[src/rtl/riscv_pkg.sv]
// Shared RV32 decode constants and the multiply/divide unit's state type.
package riscv_pkg;

  localparam logic [6:0] OPCODE_RTYPE  = 7'b0110011;
  localparam logic [6:0] FUNCT7_MULDIV = 7'b0000001;

  localparam logic [2:0] F3_MUL    = 3'b000;
  localparam logic [2:0] F3_MULH   = 3'b001;
  localparam logic [2:0] F3_MULHSU = 3'b010;
  localparam logic [2:0] F3_MULHU  = 3'b011;
  localparam logic [2:0] F3_DIV    = 3'b100;
  localparam logic [2:0] F3_DIVU   = 3'b101;
  localparam logic [2:0] F3_REM    = 3'b110;
  localparam logic [2:0] F3_REMU   = 3'b111;

  typedef enum logic [1:0] {
    MD_IDLE = 2'd0,
    MD_MUL  = 2'd1,
    MD_DIV  = 2'd2,
    MD_DONE = 2'd3
  } md_state_t;

endpackage

[src/rtl/md_div_core.sv]
// Unsigned radix-2 restoring divider iterator: one quotient bit per step, MSB first.
// quotient_o/remainder_o present the values the current step would produce, so the
// owner can capture the final result on the same edge as the last step.
module md_div_core
  import riscv_pkg::*;
#(
  parameter int unsigned XLEN = 32
) (
  input  logic            clk,
  input  logic            rst,
  input  logic            load_i,
  input  logic            step_i,
  input  logic [XLEN-1:0] dividend_i,
  input  logic [XLEN-1:0] divisor_i,
  output logic [XLEN-1:0] quotient_o,
  output logic [XLEN-1:0] remainder_o
);

  logic [XLEN-1:0] quo_q, quo_d;
  logic [XLEN-1:0] rem_q, rem_d;
  logic [XLEN-1:0] dvs_q;
  logic [XLEN:0]   rem_sh;
  logic [XLEN:0]   diff;

  // One restoring step: shift in next dividend bit, trial-subtract, keep if no borrow.
  always_comb begin
    rem_sh = {rem_q, quo_q[XLEN-1]};
    diff   = rem_sh - {1'b0, dvs_q};
    if (!diff[XLEN]) begin
      rem_d = diff[XLEN-1:0];
      quo_d = {quo_q[XLEN-2:0], 1'b1};
    end else begin
      rem_d = rem_sh[XLEN-1:0];
      quo_d = {quo_q[XLEN-2:0], 1'b0};
    end
  end

  assign quotient_o  = quo_d;
  assign remainder_o = rem_d;

  // Iterator registers: load seeds the dividend into the quotient shifter.
  always_ff @(posedge clk or posedge rst) begin
    if (rst) begin
      quo_q <= '0;
      rem_q <= '0;
      dvs_q <= '0;
    end else if (load_i) begin
      quo_q <= dividend_i;
      rem_q <= '0;
      dvs_q <= divisor_i;
    end else if (step_i) begin
      quo_q <= quo_d;
      rem_q <= rem_d;
    end
  end

endmodule

[src/rtl/ex_muldiv_unit.sv]
// Execute-stage RV32M unit: 2-cycle multiply, 33-cycle restoring divide with
// early-out for divide-by-zero and signed overflow. Stalls the pipe while busy.
module ex_muldiv_unit
  import riscv_pkg::*;
#(
  parameter int unsigned XLEN = 32
) (
  input  logic            clk,
  input  logic            rst,
  input  logic            flush,
  input  logic [6:0]      ex_opcode,
  input  logic [6:0]      ex_func7,
  input  logic [2:0]      ex_func3,
  input  logic [XLEN-1:0] ex_op1,
  input  logic [XLEN-1:0] ex_op2,
  input  logic [4:0]      ex_wb_rd,
  output logic            md_stall,
  output logic            md_valid,
  output logic [XLEN-1:0] md_result,
  output logic [4:0]      md_rd
);

  localparam int unsigned CW = $clog2(XLEN);
  localparam logic [XLEN-1:0] INT_MIN = {1'b1, {(XLEN-1){1'b0}}};

  md_state_t state_q, state_d;

  logic [2:0]      f3_q, f3_d;
  logic [4:0]      rd_q, rd_d;
  logic [XLEN-1:0] op1_q, op1_d;
  logic [XLEN-1:0] op2_q, op2_d;
  logic            negq_q, negq_d;
  logic            negr_q, negr_d;
  logic [CW-1:0]   cnt_q, cnt_d;
  logic [XLEN-1:0] result_q, result_d;
  logic [4:0]      mdrd_q, mdrd_d;

  logic            is_m;
  logic            start;
  logic            div_signed;
  logic            div_zero;
  logic            div_ovf;
  logic            op1_neg;
  logic            op2_neg;
  logic [XLEN-1:0] abs1;
  logic [XLEN-1:0] abs2;
  logic [XLEN-1:0] special_res;

  logic            div_load;
  logic            div_step;
  logic [XLEN-1:0] core_quo;
  logic [XLEN-1:0] core_rem;
  logic [XLEN-1:0] fin_quo;
  logic [XLEN-1:0] fin_rem;
  logic [XLEN-1:0] div_res;

  logic            mul_a_sgn;
  logic            mul_b_sgn;
  logic [2*XLEN-1:0] mul_a;
  logic [2*XLEN-1:0] mul_b;
  logic [2*XLEN-1:0] prod;
  logic [XLEN-1:0] mul_res;

  // Decode of the instruction currently in EX, including divide early-out detection.
  always_comb begin
    is_m       = (ex_opcode == OPCODE_RTYPE) && (ex_func7 == FUNCT7_MULDIV);
    start      = is_m && (state_q == MD_IDLE) && !flush;
    div_signed = !ex_func3[0];
    div_zero   = (ex_op2 == '0);
    div_ovf    = div_signed && (ex_op1 == INT_MIN) && (ex_op2 == '1);
    op1_neg    = div_signed && ex_op1[XLEN-1];
    op2_neg    = div_signed && ex_op2[XLEN-1];
    abs1       = op1_neg ? -ex_op1 : ex_op1;
    abs2       = op2_neg ? -ex_op2 : ex_op2;
    if (div_zero) begin
      special_res = ex_func3[1] ? ex_op1 : '1;
    end else begin
      special_res = ex_func3[1] ? '0 : INT_MIN;
    end
  end

  // Multiplier: the 33-bit extended operands are widened to 2*XLEN, which yields
  // the same low 2*XLEN product bits as the full 66-bit signed product.
  always_comb begin
    mul_a_sgn = ((f3_q == F3_MULH) || (f3_q == F3_MULHSU)) && op1_q[XLEN-1];
    mul_b_sgn = (f3_q == F3_MULH) && op2_q[XLEN-1];
    mul_a     = {{XLEN{mul_a_sgn}}, op1_q};
    mul_b     = {{XLEN{mul_b_sgn}}, op2_q};
    prod      = mul_a * mul_b;
    mul_res   = (f3_q == F3_MUL) ? prod[XLEN-1:0] : prod[2*XLEN-1:XLEN];
  end

  md_div_core #(
    .XLEN(XLEN)
  ) u_div (
    .clk         (clk),
    .rst         (rst),
    .load_i      (div_load),
    .step_i      (div_step),
    .dividend_i  (abs1),
    .divisor_i   (abs2),
    .quotient_o  (core_quo),
    .remainder_o (core_rem)
  );

  // Divide sign fix on the final step's magnitudes.
  always_comb begin
    fin_quo = negq_q ? -core_quo : core_quo;
    fin_rem = negr_q ? -core_rem : core_rem;
    div_res = f3_q[1] ? fin_rem : fin_quo;
  end

  // Next-state and datapath control; flush overrides everything except reset.
  always_comb begin
    state_d  = state_q;
    f3_d     = f3_q;
    rd_d     = rd_q;
    op1_d    = op1_q;
    op2_d    = op2_q;
    negq_d   = negq_q;
    negr_d   = negr_q;
    cnt_d    = cnt_q;
    result_d = result_q;
    mdrd_d   = mdrd_q;
    div_load = 1'b0;
    div_step = 1'b0;
    if (flush) begin
      state_d = MD_IDLE;
    end else begin
      case (state_q)
        MD_IDLE: begin
          if (start) begin
            f3_d  = ex_func3;
            rd_d  = ex_wb_rd;
            op1_d = ex_op1;
            op2_d = ex_op2;
            if (!ex_func3[2]) begin
              state_d = MD_MUL;
            end else if (div_zero || div_ovf) begin
              result_d = special_res;
              mdrd_d   = ex_wb_rd;
              state_d  = MD_DONE;
            end else begin
              div_load = 1'b1;
              negq_d   = op1_neg ^ op2_neg;
              negr_d   = op1_neg;
              cnt_d    = CW'(XLEN - 1);
              state_d  = MD_DIV;
            end
          end
        end
        MD_MUL: begin
          result_d = mul_res;
          mdrd_d   = rd_q;
          state_d  = MD_DONE;
        end
        MD_DIV: begin
          div_step = 1'b1;
          if (cnt_q == '0) begin
            result_d = div_res;
            mdrd_d   = rd_q;
            state_d  = MD_DONE;
          end else begin
            cnt_d = cnt_q - 1'b1;
          end
        end
        MD_DONE: begin
          state_d = MD_IDLE;
        end
        default: begin
          state_d = MD_IDLE;
        end
      endcase
    end
  end

  // State and datapath registers.
  always_ff @(posedge clk or posedge rst) begin
    if (rst) begin
      state_q  <= MD_IDLE;
      f3_q     <= '0;
      rd_q     <= '0;
      op1_q    <= '0;
      op2_q    <= '0;
      negq_q   <= 1'b0;
      negr_q   <= 1'b0;
      cnt_q    <= '0;
      result_q <= '0;
      mdrd_q   <= '0;
    end else begin
      state_q  <= state_d;
      f3_q     <= f3_d;
      rd_q     <= rd_d;
      op1_q    <= op1_d;
      op2_q    <= op2_d;
      negq_q   <= negq_d;
      negr_q   <= negr_d;
      cnt_q    <= cnt_d;
      result_q <= result_d;
      mdrd_q   <= mdrd_d;
    end
  end

  // Stall drops in DONE so the EX instruction retires on that edge.
  always_comb begin
    md_stall  = !flush && (start || (state_q == MD_MUL) || (state_q == MD_DIV));
    md_valid  = !flush && (state_q == MD_DONE);
    md_result = result_q;
    md_rd     = mdrd_q;
  end

endmodule

[config.mk]
export PLATFORM = sky130hd
export DESIGN_NAME = ex_muldiv_unit
export DESIGN_NICKNAME = d
export VERILOG_FILES = /design/src/rtl/riscv_pkg.sv /design/src/rtl/md_div_core.sv /design/src/rtl/ex_muldiv_unit.sv
export SDC_FILE = /design/constraint.sdc
export NUM_CORES = 2
export LEC_CHECK = 0
export ABC_AREA = 0
export BUFFER_PORTS_ARGS = -buffer_cell sky130_fd_sc_hd__buf_2
export CAP_MARGIN = 10
export CORE_UTILIZATION = 45
export DETAILED_ROUTE_END_ITERATION = 8
export GPL_TIMING_DRIVEN = 0
export PLACE_DENSITY = 0.65
export SKIP_LAST_GASP = 1
export SYNTH_ARGS = -nofsm -noshare
export SYNTH_HDL_FRONTEND = slang
export SYNTH_SLANG_ARGS = --single-unit
[constraint.sdc]
create_clock -name clk -period 21.2 [get_ports clk]
set_clock_uncertainty 0.1 [all_clocks]
set_input_delay 1.06 -clock clk [delete_from_list [all_inputs] [get_ports clk]]
set_output_delay 1.06 -clock clk [all_outputs]
set_load 0.01 [all_outputs]
==> key figures <==
Die
  – Die ar.: 0.1197 sq mm
  – Die Wd: 346.0 um
  – I/O pin total: 128
  – Die Span Y: 346.0 um
  – Area of the core: 0.1168 sq mm
  – Initial Utilization: 45.59%
  – Cell row count: 125

Worst setup path
  – Crit end category: flop
  – Critical Setup Path Class: reg2reg
  – Critical-path top delay cell: fa_1
  – CP bufs+invs: 8
  – CP max FO: 11
  – Worst path top cell family by delay: adder cells
  – Arr. time, crit path: 12110 ps
  – Startpoint Class: flop
  – Crit-path most repeated cell: fa_1
  – CP required: 21620 ps
  – Largest stage delay, worst path: 940 ps

Logic synthesis
  – Syn_nets: 7471
  – Cell taking the most area after synthesis: fa_1
  – Synth top area share: 42.32%
  – Number of enable flip-flop cells after synthesis: 0
  – Primary FF master, synth: dfrtp_1
  – Library cells used by synthesis: 86
  – Ys async rst share: 100.0%
  – Register area share after synthesis: 10.05%
  – Post-synthesis instance total: 6000
  – Avg Cell Area, Syn: 8.877 sq um
  – Seq cells post-synth: 214
  – Synth warn: 0
  – Area contributors post-synth: fa_1 (42%), dfrtp_1 (10%), inv_1 (8.7%)
  – Cell Area, Synth: 0.05326 sq mm

Power and ir drop
  – Internal power: 1124 uW
  – Leakage: 0.02659 uW
  – Combinational share of power: 56.0%
  – VDD IR max: 76.18 uV
  – Pwr Density: 40.73 mW/mm^2
  – Part of the power in registers: 24.6%
  – Switch share: 51.34%
  – Net switching power: 1186 uW
  – Clk pwr share: 19.3%

Placed design
  – Detailed-placement wirelength estimate: 174700 um
  – Pre-CTS WS: 9690 ps
  – Gpl congestion: 1.054
  – IO buf count: 126

Route
  – Vias: 45031
  – Drt via density: 5.841
  – DR pass1 iterations: 6
  – Post-route DRC: 0
  – Post-DR wirelength/cell: 27.26 um
  – ANT nets after route: 0
  – Drt total wl: 210100 um
  – Iter 0 DRT Violations: 4933

Flow run
  – Max cap viols: 0

Outcome
  – Status: finished, final reports clean

STA
  – RSZ-0062 raised after global routing: false
  – Pins over their slew limit: 0
  – Slew HR: 3.023%
  – Hold Slack: 379.3 ps
  – Achievable frequency: 85.59 MHz
  – Setup Viol. Count Final: 0
  – Setup ws final: 9516 ps
  – Final Cycle Share: 55.11%
  – Fin crit period: 11680 ps
  – Final hold vios: 0
  – Final setup TNS: 0 ps
  – Slew @ Worst Pin: 1455 ps

CTS
  – Number of clock sinks: 214
  – Clock Path Buffers: 3
  – H-tree depth: 1
  – Skew-Pair Late Insertion Delay: 620 ps
  – CTS tree: yes
  – Postcts setup bufs: 0
  – Clock transition at path regs: 70 ps
  – Cts repair resizes: 0
  – CTS Buf Count: 25
  – # hold bufs at CTS: 0
  – Clock root buffer: clkbuf_16

GRT
  – Initial antenna violation count: 12
  – Largest net degree at the start of global routing: 77
  – Grt ovf: 0
  – Global-route wire length before repair: 308200 um
  – Overall global routing resource usage: 35.46%
  – Vias in the first global route: 45798

Final layout
  – Layout cell share with drive strength beyond 1: 4.940%
  – Fill cells: 11320
  – Area growth syn-to-layout: 6.500%
  – Nets: 7629

Worst hold path
  – Hold Crit Class: reg2reg
metrics by stage:
stage | total power, uW | util [%] | instances | area [sq um]
CTS | 2237 | 48.48 | 7695 | 56640
global placement | 1783 | 47.76 | 7650 | 55800
floorplan | 1318 | - | 6000 | 53260
finish | 2311 | 48.55 | 7709 | 56720
global route | 2386 | 48.53 | 7699 | 56700
detailed placement | 1789 | 47.82 | 7652 | 55870
layout make-up:
type / instances / area [sq um] / share of cell area (%)
clock inverters: 11 / 101.3 / 0.1787
diodes: 11 / 27.53 / 0.04853
well taps: 1524 / 1907 / 3.362
multi-input cells: 4219 / 41990 / 74.03
clock buffers: 32 / 671.9 / 1.185
inverters: 1232 / 4632 / 8.166
flip-flops and latches: 214 / 5355 / 9.441
repair buffers: 131 / 735.7 / 1.297
plain buffers: 335 / 1301 / 2.294
cell families (layout without fill, tap and decap cells):
kind of cell               count (synthesis)  in the layout  share of synthesized area, %
other                                      0             11                             0
buffers and inverters                   1567           1741                         11.12
xor gates and xnor gates                 203            203                         3.338
DFF                                      214            214                         10.05
muxes                                    148            148                         3.012
adders and majority gates               1382           1382                         48.34
AOI/OAI and AO/OA                        707            707                         8.582
and+or+nand+nor                         1779           1779                         15.55
metal layers:
metal  routed length, um  GRT usage [%]  vias to the layer above
met2               89220          52.07                     2744
met5                  38              0                        -
met4               18220          24.56                        6
li1                    -              -                    18658
met1               80130          46.20                    22921
met3               22520          8.567                      702
synth_stat cells, types with 30 or more instances:
cell type	n
nor2_1	211
mux2i_1	68
o21ai_0	179
xnor2_1	131
o31ai_1	39
fa_1	1126
nor3_1	42
a211oi_1	45
inv_1	1231
or3_1	42
o211ai_1	30
dfrtp_1	214
mux2_2	78
xor2_1	72
a21o_1	65
and2_1	322
clkbuf_1	314
nand2_1	951
a21oi_1	159
ha_1	256
worst register-to-register path, delay by kind of cell, from the launching register on:
family	cells	cell delay (ps)
XOR/XNOR	2	590
adder cells (fa/ha/maj)	9	5240
flip-flops	1	330
buffers and inverters	8	2290
AND/OR/NAND/NOR	5	1640
AO/OA/AOI/OAI	7	1420
placed cells by master (no fill, tap or decap), types with 39 or more instances in the layout:
| master | n |
|---|---|
| o31ai_1 | 39 |
| and2_1 | 322 |
| inv_1 | 1230 |
| clkbuf_1 | 318 |
| xnor2_1 | 131 |
| buf_2 | 139 |
| mux2i_1 | 68 |
| nor3_1 | 42 |
| nor2_1 | 211 |
| xor2_1 | 72 |
| dfrtp_1 | 214 |
| or3_1 | 42 |
| a21o_1 | 65 |
| nand2_1 | 951 |
| ha_1 | 256 |
| a21oi_1 | 159 |
| o21ai_0 | 179 |
| a211oi_1 | 45 |
| mux2_2 | 78 |
| fa_1 | 1125 |
power by group through the flow:
stage                     Sequential, uW  Clock (uW)  Combinational (uW)
final                                569         447                1290
after global routing                 571         462                1350
after CTS                            563         448                1230
after detailed placement             570           0                1220
after global placement               569           0                1210
after floorplan                      536           0                 781
path summary, 6_finish.rpt:
path,start,to,slack (ps),depth (start not counted)
setup / recovery,f3_q[1],md_result[26],9520,31
hold / removal,md_rd[0],md_rd[0],380,2
setup reg to reg,f3_q[1],md_result[26],9520,31
hold reg to reg,md_rd[0],md_rd[0],380,2
max in group asynchronous,rst,op2_q[25],19350,4
min in group asynchronous,rst,u_div.quo_q[11],430,2
sequential cells by signal, indices dropped and copies added (netlist names), 32 cells and up:
name and flops:
u_div.dvs_q 32, u_div.quo_q 32, op2_q 32, u_div.rem_q 32
op1_q 32, md_result 32
Note: power is estimated with default switching activity, not from simulation.
